[src/rtl/shift_pipe_pkg.sv]
// Shared types and helpers for the shift_pipe barrel shifter (package shift_pkg).
// The carry rule lives here so both stages agree on bit numbering.
package shift_pkg;

    typedef enum logic [1:0] {
        OP_LSL = 2'b00,
        OP_LSR = 2'b01,
        OP_ASR = 2'b10,
        OP_ROR = 2'b11
    } shift_op_t;

    localparam int unsigned MAX_W = 64;

    // Last bit shifted out, taken from the unshifted operand and full count.
    function automatic logic carry_sel(
        input logic [MAX_W-1:0] x,
        input int unsigned      w,
        input int unsigned      sc,
        input shift_op_t        op
    );
        logic       c;
        logic [5:0] idx;
        c   = 1'b0;
        idx = '0;
        if (sc != 0) begin
            if (op == OP_LSL) idx = 6'(w - sc);
            else              idx = 6'(sc - 1);
            c = x[idx];
        end
        return c;
    endfunction

endpackage

[src/rtl/shift_pipe_stage.sv]
// Single mux stage of the barrel shifter: shifts by i_cnt*G in the selected mode.
// Rotate wiring exists only when SHIFT_PIPE_ROR_EN is defined; otherwise ROR acts as LSR.
module shift_stage
    import shift_pkg::*;
#(
    parameter int unsigned W  = 32,
    parameter int unsigned G  = 1,
    parameter int unsigned CW = 2
) (
    input  logic [CW-1:0] i_cnt,
    input  shift_op_t     i_op,
    input  logic [W-1:0]  i_x,
    output logic [W-1:0]  o_y
);

    localparam int unsigned AW = $clog2(W) + 1;

    logic [AW-1:0] w_amt;

    assign w_amt = AW'(i_cnt) * AW'(G);

    always_comb begin
        o_y = i_x >> w_amt;
        case (i_op)
            OP_LSL:  o_y = i_x << w_amt;
            OP_ASR:  o_y = $signed(i_x) >>> w_amt;
`ifdef SHIFT_PIPE_ROR_EN
            // Shift by W yields zero, so a zero amount rotates to the operand itself.
            OP_ROR:  o_y = (i_x >> w_amt) | (i_x << (AW'(W) - w_amt));
`endif
            default: o_y = i_x >> w_amt;
        endcase
    end

endmodule

[src/rtl/shift_pipe.sv]
// Two-stage pipelined barrel shifter (LSL/LSR/ASR, ROR with SHIFT_PIPE_ROR_EN)
// with carry-out and valid/ready handshake; fine shift in stage 1, coarse in stage 2.
module shift_pipe
    import shift_pkg::*;
#(
    parameter int unsigned W   = 32,
    parameter int unsigned SCW = $clog2(W)
) (
    input  logic           clk,
    input  logic           rst,
    input  logic           in_valid,
    output logic           in_ready,
    input  logic [W-1:0]   in_x,
    input  logic [SCW-1:0] in_sc,
    input  logic [1:0]     in_op,
    output logic           out_valid,
    input  logic           out_ready,
    output logic [W-1:0]   out_y,
    output logic           out_c
);

    logic            w_s2_adv;
    logic            w_s1_adv;
    shift_op_t       w_op;
    logic            w_c;
    logic [W-1:0]    w_s1_y;
    logic [W-1:0]    w_s2_y;

    logic            r_s1_valid;
    logic [W-1:0]    r_s1_x;
    logic [SCW-3:0]  r_s1_cnt;
    shift_op_t       r_s1_op;
    logic            r_s1_c;

    logic            r_out_valid;
    logic [W-1:0]    r_out_y;
    logic            r_out_c;

    assign w_s2_adv = !r_out_valid || out_ready;
    assign w_s1_adv = !r_s1_valid || w_s2_adv;
    assign in_ready = w_s1_adv;

    assign w_op = shift_op_t'(in_op);
    assign w_c  = carry_sel(MAX_W'(in_x), W, 32'(in_sc), w_op);

    shift_stage #(.W(W), .G(1), .CW(2)) u_fine (
        .i_cnt (in_sc[1:0]),
        .i_op  (w_op),
        .i_x   (in_x),
        .o_y   (w_s1_y)
    );

    shift_stage #(.W(W), .G(4), .CW(SCW-2)) u_coarse (
        .i_cnt (r_s1_cnt),
        .i_op  (r_s1_op),
        .i_x   (r_s1_x),
        .o_y   (w_s2_y)
    );

    always_ff @(posedge clk or posedge rst) begin
        if (rst) begin
            r_s1_valid <= 1'b0;
            r_s1_x     <= '0;
            r_s1_cnt   <= '0;
            r_s1_op    <= OP_LSL;
            r_s1_c     <= 1'b0;
        end else if (w_s1_adv) begin
            r_s1_valid <= in_valid;
            if (in_valid) begin
                r_s1_x   <= w_s1_y;
                r_s1_cnt <= in_sc[SCW-1:2];
                r_s1_op  <= w_op;
                r_s1_c   <= w_c;
            end
        end
    end

    always_ff @(posedge clk or posedge rst) begin
        if (rst) begin
            r_out_valid <= 1'b0;
            r_out_y     <= '0;
            r_out_c     <= 1'b0;
        end else if (w_s2_adv) begin
            r_out_valid <= r_s1_valid;
            if (r_s1_valid) begin
                r_out_y <= w_s2_y;
                r_out_c <= r_s1_c;
            end
        end
    end

    assign out_valid = r_out_valid;
    assign out_y     = r_out_y;
    assign out_c     = r_out_c;

endmodule
[config.mk]
export PLATFORM = sky130hd
export DESIGN_NAME = shift_pipe
export DESIGN_NICKNAME = d
export VERILOG_FILES = /design/src/rtl/shift_pipe_pkg.sv /design/src/rtl/shift_pipe_stage.sv /design/src/rtl/shift_pipe.sv
export SDC_FILE = /design/constraint.sdc
export NUM_CORES = 1
export LEC_CHECK = 0
export CAP_MARGIN = 30
export CORE_ASPECT_RATIO = 1.4
export CORE_MARGIN = 10
export CORE_UTILIZATION = 42
export DETAILED_ROUTE_END_ITERATION = 10
export PLACE_DENSITY_LB_ADDON = 0.05
export SETUP_SLACK_MARGIN = 0.4
export SLEW_MARGIN = 20
export SYNTH_ARGS = -nofsm -noshare
export SYNTH_HDL_FRONTEND = slang
export SYNTH_SLANG_ARGS = --single-unit
[constraint.sdc]
create_clock -name clk -period 6.4 [get_ports clk]
set_input_delay 1.28 -clock clk [delete_from_list [all_inputs] [get_ports clk]]
set_output_delay 1.28 -clock clk [all_outputs]
set_load 0.02 [all_outputs]
[Word-level counts from Yosys, hierarchy flattened]
Index checks and enable logic that the tools add are counted.
Cells by class
  $lt $le $gt $ge: 1
  $add $sub $neg: 2
  reduce and logical (&&, ||, !) cells: 9
  eq/ne operators: 2
  shift operators: 6
  multiplexer cells: 7
Operators with widths (number)
  case mux 32 bit (2 select lines): 2
  << shifter 32 x 2 -> 32 bit: 1
  << shifter 32 x 5 -> 32 bit: 1
  right shift 32 x 2 -> 32 bit: 1
  right shift 32 x 5 -> 32 bit: 1
  >>> shifter 32 x 2 -> 32 bit: 1
  >>> shifter 32 x 5 -> 32 bit: 1
  2-to-1 mux 6 bit: 2
  less-than comparator 6 x 7 -> 1 bit, second input constant: 1
  binary-select mux 1 bit (select 6 bit): 1
  subtractor 5 x 1 -> 6 bit, second input constant: 1
  subtractor 6 x 5 -> 6 bit, first input constant: 1
  nonzero test 5 bit: 1
  equality test 2 bit, second input constant: 2
  logical NOT 2 bit: 2
  AND reduction 2 bit: 2
  logical NOT 1 bit: 2
  logical OR 1 bit: 2
  2-to-1 mux 1 bit: 2
Storage, ports and cells
  flip-flop bits (word level): 73
  word-level logic and storage cells: 35
  output and inout bits: 35
  input port bits: 43

[Logic depth before layout (Yosys ltp)]
Gate-level depths: netlist of the first run.
  word-level depth: 6
  depth in mapped cells: 11
  gate-level depth less buffers: 8

[Cells and area by module]
Synthesis of the first run repeated with hierarchy kept, for this count alone.
Second synthesis, totals
  cells, all modules: 764
  area total of the unflattened synthesis: 6882.9 µm²
By module, submodules not included
  shift_pipe: cells each 225, area an instance 3439.5 µm², instances 1, sequential area each 1826.8 µm²
  shift_stage at u_coarse: cells each 291, area an instance 1986.9 µm², instances 1, sequential area each 0.0 µm²
  shift_stage at u_fine: cells each 248, area an instance 1456.4 µm², instances 1, sequential area each 0.0 µm²

[Least setup slack after synthesis of the first run]
Ideal clock, no wire load.
  path kind: input-to-reg
  from: input port in_sc[0]
  to: register r_s1_c
  cell stages on the path: 10
  required time: 6263 ps
  arrival time: 3360 ps
  path slack: 2903 ps
  cells stage by stage: buf_2 > inv_2 > clkbuf_8 > ha_1 > buf_6 > clkbuf_8 > mux4_4 > o2bb2ai_1 > o211ai_2 > o311ai_1
Between the ends
  word-level cells in the longest chain between the ends: 6
Ends and longest elaborated chain
  start, declared: RTL line shift_pipe.sv:14  | input logic [SCW-1:0] in_sc,
  subtractor 6 x 5 -> 6 bit / subtractor 5 x 1 -> 6 bit (equally long branches): RTL line shift_pipe_pkg.sv:26, shift_pipe_pkg.sv:27
  2-to-1 mux 6 bit: RTL line shift_pipe_pkg.sv:26  | if (op == OP_LSL) idx = 6'(w - sc);
  2-to-1 mux 6 bit: RTL line shift_pipe_pkg.sv:25  | if (sc != 0) begin
  binary-select mux 1 bit (select 6 bit): RTL line shift_pipe_pkg.sv:28  | c = x[idx];
  2-to-1 mux 1 bit (implied by the code): RTL line shift_pipe_pkg.sv:28
  2-to-1 mux 1 bit (*): RTL line shift_pipe_pkg.sv:25
  end signal, assigned: RTL line shift_pipe.sv:73  | r_s1_c <= w_c;
  end, declared: RTL line shift_pipe.sv:33  | logic r_s1_c;
Every way passes the cells marked *; elsewhere a longest branch is shown, timed or not. The select of a mux whose other input is x is not followed.
A chain may end at the register's enable or synchronous reset.

[Worst setup path after layout of the first run]
  from: input port out_ready
  to: output port in_ready
Between the ends
  word-level cells in the longest chain between the ends: 2
Ends and longest elaborated chain
  start, declared: RTL line shift_pipe.sv:17  | input logic out_ready,
  logical OR 1 bit: RTL line shift_pipe.sv:39  | assign w_s2_adv = !r_out_valid || out_ready;
  logical OR 1 bit: RTL line shift_pipe.sv:40  | assign w_s1_adv = !r_s1_valid || w_s2_adv;
  end, declared: RTL line shift_pipe.sv:12  | output logic in_ready,
Every way passes these cells.

==> results by group, run 1 <==
Routing
  – Vias: 6,023
  – Vias/cell: 6.24
  – Drt wl/cell: 21.7 um
  – Drt first-iter violations: 373
  – M1 wire length: 8370 um
  – WL met2: 11,100 um
  – Wirelength, routed: 21,000 um
  – 1st-pass router iterations: 5
  – Remaining DRCs: 0
  – Uppermost layer routed: met4
  – Routed wl met3: 865 um
  – Antenna viol nets, final: 0

Clocking
  – TritonCTS Buffers: 9
  – Root Buffer: clkbuf_16
  – Reg clk slew, reported paths: 50 ps
  – Worst-Skew Late Latency: 340 ps
  – Setup bufs post-CTS: 0
  – Cts repair resizes: 0
  – CTS Buffer Depth: 2
  – # hold bufs at CTS: 0
  – CTS tree: built
  – H-tree depth: 3
  – Clock sinks: 73

Yosys
  – Synth area leader: dfrtp_1
  – Number of enable flip-flop cells after synthesis: 0
  – Top cell type's share of synthesized area: 0.271
  – Synth top area cells: dfrtp_1 (27%), mux4_2 (17%), mux2i_1 (9.9%), o21ai_0 (9.2%), nand2_1 (5.2%)
  – Commonest cells post-synth: o21ai_0 (124), nand2_1 (94), dfrtp_1 (73), mux2i_1 (67), mux4_2 (50)
  – Ys flop type: dfrtp_1
  – Number of synthesis warnings: 0
  – Post-synth cell types: 60
  – Synthesized area: 6740 um2
  – Ys async rst share: 1.00
  – Most frequent cell after synthesis: o21ai_0
  – Syn Area/Cell: 9.19 um2
  – Synth Instances: 734
  – Mapped Nets: 779
  – Seq cells post-synth: 73
  – Seq/Total Area, Yosys: 0.271

Cells and area
  – Nets: 809
  – Ant. Diodes: 0
  – Share of cells above drive strength 1: 0.137
  – Area Growth Syn to Fin: 15.6%

Floorplan
  – Starting Density: 0.430
  – Die X-Extent: 127 um
  – Die H: 170 um
  – # IOs: 78
  – Core area: 15,700 um2
  – Die Footprint: 21,600 um2
  – Row count: 54

Place
  – GP Congestion: 0.907
  – Port bufs: 77
  – HPWL Detailed: 16,200 um

Power
  – Worst IR drop on VDD: 0.000171 V
  – PwrDens: 284 nW/um2
  – Leak: 3.09 nW
  – Tot Pwr: 2.21 mW

Timing
  – Max-slew violations: 0
  – Worst-margin pin slew: 865 ps
  – Unrepaired setup endpoints after global routing: no
  – Clk_skew: 7.93 ps
  – Final Hold Vio Count: 0
  – Accumulated negative setup slack: 0 ps
  – Final worst path period need: 3820 ps
  – Final worst-path cycle share: 0.597
  – Slew headroom: 0.423
  – Fmax: 262 MHz
  – Setup-failing EPs final: 0

Setup path
  – R2r setup slk: 3810 ps
  – Setup CP Type: in2out
  – Crit end category: primary output
  – Critical Path Start Type: input port
  – Most numerous cell on the critical path: clkdlybuf4s50_1
  – Crit Path Max Fanout: 3
  – Reg-to-Reg Start: r_s1_cnt[1]
  – Critical Path RT: 5120 ps
  – Reg2Reg Depth: 5
  – Max incr delay on CP: 630 ps
  – Critical R2R Capture: out_y[28]
  – Buffer and inverter count on the worst path: 2
  – Crit path DAT: 2540 ps
  – Worst path slowest cell: clkdlybuf4s50_1
  – Cell family with the largest share of critical-path delay: buffers and inverters
  – Worst path cell trace: clkdlybuf4s50_1 -> nand3b_1 -> clkdlybuf4s50_1

Job
  – Total of max-cap violations: 0

Worst hold path
  – Hold Crit Endpoint: out_y[25]
  – Worst hold path type: reg2reg
  – Hold depth: 1
  – Min-delay src: out_y[25]

Global routing
  – GRT Residual Overflow: 0
  – Pin count of the biggest net entering global routing: 93
  – First-pass GRT wire length: 33,700 um
  – Initial antenna violation count: 0
  – Number of global-route vias before repair: 6,118
  – GRT Resource Usage Total: 0.191

Outcome
  – Outcome: finished clean
[worst max path at each step]
stage,from,slack (ps),endpoint,depth (start not counted)
after floorplan,in_sc[0],2900,r_s1_c,10
after global placement,in_op[0],2430,r_s1_c,8
after detailed placement,in_op[0],2350,r_s1_c,8
after CTS,out_ready,2570,in_ready,3
after global routing,out_ready,2510,in_ready,3
final,out_ready,2580,in_ready,3
[cell families after synthesis]
group,after synthesis,share of synthesized area
fa+ha+maj,2,0.00371
simple gates,197,0.132
flops,73,0.271
mux,134,0.307
buf+inv,79,0.0631
xor+xnor,6,0.00983
compound gates,243,0.213
[area by class of cell]
class / instances / area, um2
fill: 1517 / 7880
multi-input combinational: 582 / 4500
sequential: 73 / 1830
timing repair buffer: 88 / 843
tap: 196 / 245
clock buffer: 10 / 229
clock inverter: 6 / 115
inverter: 10 / 37.5
[power by group]
group | switching [mW] | leakage (nW) | internal, mW | total, mW
logic | 0.507 | 2.03 | 0.437 | 0.944
clock network | 0.197 | 0.163 | 0.383 | 0.579
registers | 0.122 | 0.897 | 0.569 | 0.690
[state kept, by name (all words and copies together) (netlist names)]
signal and count:
r_s1_c 1, out_y 32, out_c 1, r_s1_valid 1, r_s1_cnt 3, out_valid 1
r_s1_x 32, r_s1_op 2
[per-layer routing]
layer / track usage / vias to the layer above
li1: - / 2828
met1: 0.223 / 2971
met2: 0.344 / 183
met3: 0.0249 / 41
met4: 0.0754 / 0
met5: 0 / -
[stage by stage]
| step | hold WS [ps] | instance area, um2 | util | worst slack [ps] | cells |
|---|---|---|---|---|---|
| after CTS | 478 | 7800 | 0.498 | 2570 | 965 |
| after detailed placement | 465 | 7450 | 0.476 | 2350 | 949 |
| final | 470 | 7800 | 0.498 | 2580 | 965 |
| after floorplan | 439 | 6740 | - | 2900 | 734 |
| after global placement | 459 | 7450 | 0.475 | 2430 | 948 |
| after global routing | 494 | 7800 | 0.498 | 2510 | 965 |
[placed cells by master (no fill, tap or decap), types with 3 or more instances in the layout]
cell type,netlist,layout
clkdlybuf4s50_1,0,75
mux4_2,50,50
o21a_1,4,4
nand2_1,94,93
a31oi_1,5,5
o221ai_1,3,3
a21o_1,14,14
a21oi_1,43,43
nor2_1,41,41
a2111oi_0,3,3
mux2_2,11,11
clkbuf_16,0,9
dfrtp_1,73,71
bufinv_16,0,3
nor3_1,6,6
a32oi_1,5,5
o211ai_1,5,5
a221oi_1,9,9
mux4_4,4,4
xnor2_1,5,5
mux2i_1,67,67
o22ai_1,4,4
a311oi_1,4,4
buf_4,2,11
o21ai_1,4,4
inv_2,2,3
o21ai_0,124,124
a211oi_1,3,3
nand3_1,9,9
inv_1,7,6
nand2b_1,28,28
(Power assumes the default switching activity.)
==> inputs of run 2 (changes only) <==
clock period = 3.9 ns   (was 6.4 ns; I/O delays follow)
==> run 2 against run 1 <==
Register-to-register slack got worse by 2600 ps. Critical path depth increased by 6. Global-route usage decreased by 0.14 points. Non-clock buffer count increased by 6. First-iteration DRC count decreased by 3.2%. Count of clock-buffer cells in the layout unchanged. Clock skew increased by 4.9 ps. Sequential share of layout area about the same. Total power increased by 56%. Combinational power increased by 61%. Routed wire length decreased by 1.2%. Die area unchanged. Critical path type is now in2reg. Critical endpoint is now r_s1_c. Largest cell class unchanged.
==> results by group, run 2 (same netlist as run 1, synthesis figures left out) <==
Setup path
  – Setup crit start: in_sc[0]
  – R2r setup slk: 1260 ps
  – Crit path DAT: 3070 ps
  – Worst path cell trace: buf_2 -> inv_2 -> ha_1 -> buf_4 -> mux4_2 -> mux2i_1 -> mux2i_1 -> a32oi_1 -> o311ai_1
  – Crit Path Max Fanout: 19
  – Critical Path Start Type: input port
  – Reg2Reg Depth: 6
  – Reg-to-Reg Start: r_s1_cnt[1]
  – Worst path slowest cell: ha_1
  – Setup CP Type: in2reg
  – Crit end category: flip-flop
  – Critical Path RT: 4110 ps
  – Critical R2R Capture: out_y[6]
  – Max incr delay on CP: 520 ps
  – Most numerous cell on the critical path: mux2i_1

Global routing
  – GR peak layer: met2
  – First-pass GRT wire length: 33,500 um
  – GRT Resource Usage Total: 0.190
  – GRT Residual Overflow: 0
  – Pin count of the biggest net entering global routing: 93
  – Met1 usage: 0.216
  – Number of global-route vias before repair: 6,052
  – GR Layer Usage met3: 0.0289
  – GR Util met2: 0.334
  – Initial antenna violation count: 0

Worst hold path
  – Worst hold path type: reg2reg
  – Min-delay src: out_y[22]
  – Hold depth: 1
  – Hold Crit Endpoint: out_y[22]

Clocking
  – # hold bufs at CTS: 0
  – Worst-Skew Late Latency: 340 ps
  – Cts repair resizes: 0
  – CTS tree: built
  – CTS Buffer Depth: 2
  – TritonCTS Buffers: 9
  – Root Buffer: clkbuf_16
  – H-tree depth: 3
  – Setup bufs post-CTS: 0
  – Clock sinks: 73
  – Reg clk slew, reported paths: 60 ps

Cells and area
  – Most common cell after layout, fill and taps aside: o21ai_0
  – Area Growth Syn to Fin: 15.7%
  – Multi-input logic area: 4500 um2
  – Fillers: 1,495
  – Nets: 815
  – Reg area: 1830 um2
  – Commonest cells after routing, fill and taps aside: o21ai_0 (124), nand2_1 (93), clkdlybuf4s50_1 (75), dfrtp_1 (71), mux2i_1 (67)
  – Final instance area: 7800 um2
  – Ant. Diodes: 0
  – Share of cells above drive strength 1: 0.143

Routing
  – Drt wl/cell: 21.3 um
  – Drt first-iter violations: 361
  – Vias/cell: 6.20
  – Wirelength, routed: 20,700 um
  – Antenna viol nets, final: 0
  – Remaining DRCs: 0
  – Vias: 6,025
  – 1st-pass router iterations: 5

Power
  – PwrDens: 442 nW/um2
  – Worst IR drop on VDD: 0.000267 V
  – Leak: 3.10 nW

Floorplan
  – Die Footprint: 21,600 um2
  – Row count: 54
  – Die X-Extent: 127 um
  – # IOs: 78
  – Starting Density: 0.430
  – Die H: 170 um
  – Core area: 15,700 um2

Outcome
  – Outcome: finished clean

Timing
  – Setup-failing EPs final: 0
  – Accumulated negative setup slack: 0 ps
  – Slew headroom: 0.434
  – Final Hold Vio Count: 0
  – Final worst-path cycle share: 0.734
  – Fmax: 349 MHz
  – Worst-margin pin slew: 849 ps
  – Clk_skew: 12.8 ps
  – Max-slew violations: 0
  – Unrepaired setup endpoints after global routing: no
  – Final worst path period need: 2860 ps

Place
  – Port bufs: 77
  – DP Area: 7500 um2
  – GP Congestion: 0.901
  – HPWL Detailed: 16,300 um

Job
  – Total of max-cap violations: 0
[run 2: cell types whose count changed in the layout (fill, tap and decap cells not counted), sizes merged]
| cell | delta |
|---|---|
| buf | +6 |
| bufinv | -3 |
| clkinv | +2 |
| clkinvlp | +1 |
[run 2: where the power goes]
| group | switching [mW] | internal, mW | total, mW | leakage [nW] |
|---|---|---|---|---|
| registers | 0.238 | 0.933 | 1.17 | 0.897 |
| logic | 0.794 | 0.726 | 1.52 | 2.08 |
| clock network | 0.323 | 0.431 | 0.754 | 0.129 |
| total | 1.36 | 2.09 | 3.45 | 3.10 |
[run 2: worst max-delay path by stage]
stage | to | cells past startpoint
after floorplan | r_s1_c | 10
after global placement | r_s1_c | 9
after detailed placement | r_s1_c | 9
after CTS | r_s1_c | 9
after global routing | r_s1_c | 9
final | r_s1_c | 9
[run 2: layout make-up]
| cell class | instances | share of cell area |
|---|---|---|
| Clock buffer | 10 | 0.0293 |
| Clock inverter | 6 | 0.00545 |
| Timing Repair Buffer | 94 | 0.118 |
| Inverter | 10 | 0.00481 |
| Multi-Input combinational cell | 582 | 0.577 |
| Tap cell | 196 | 0.0314 |
| Sequential cell | 73 | 0.234 |
[run 2: routing by layer]
metal / share of wire / vias to the layer above
met3: 0.043 / 45
met2: 0.51 / 190
met4: 0.045 / 0
met1: 0.40 / 2949
li1: - / 2841
met5: 0 / -
[run 2: worst max-delay path: cells and delay by family]
| family | cells | cell delay, ps |
|---|---|---|
| muxes | 3 | 750 |
| buffers and inverters | 3 | 680 |
| adders and majority gates | 1 | 520 |
| AOI/OAI and AO/OA | 2 | 310 |
[run 2: through the flow]
stage	hold slack (ps)	std cells	power (mW)	worst slack, ps	utilization
global placement	460	953	2.68	724	0.478
global route	486	971	3.67	827	0.498
floorplan	439	734	2.13	903	-
finish	472	971	3.45	1040	0.498
CTS	478	969	3.47	1010	0.496
detailed placement	465	953	2.70	641	0.478
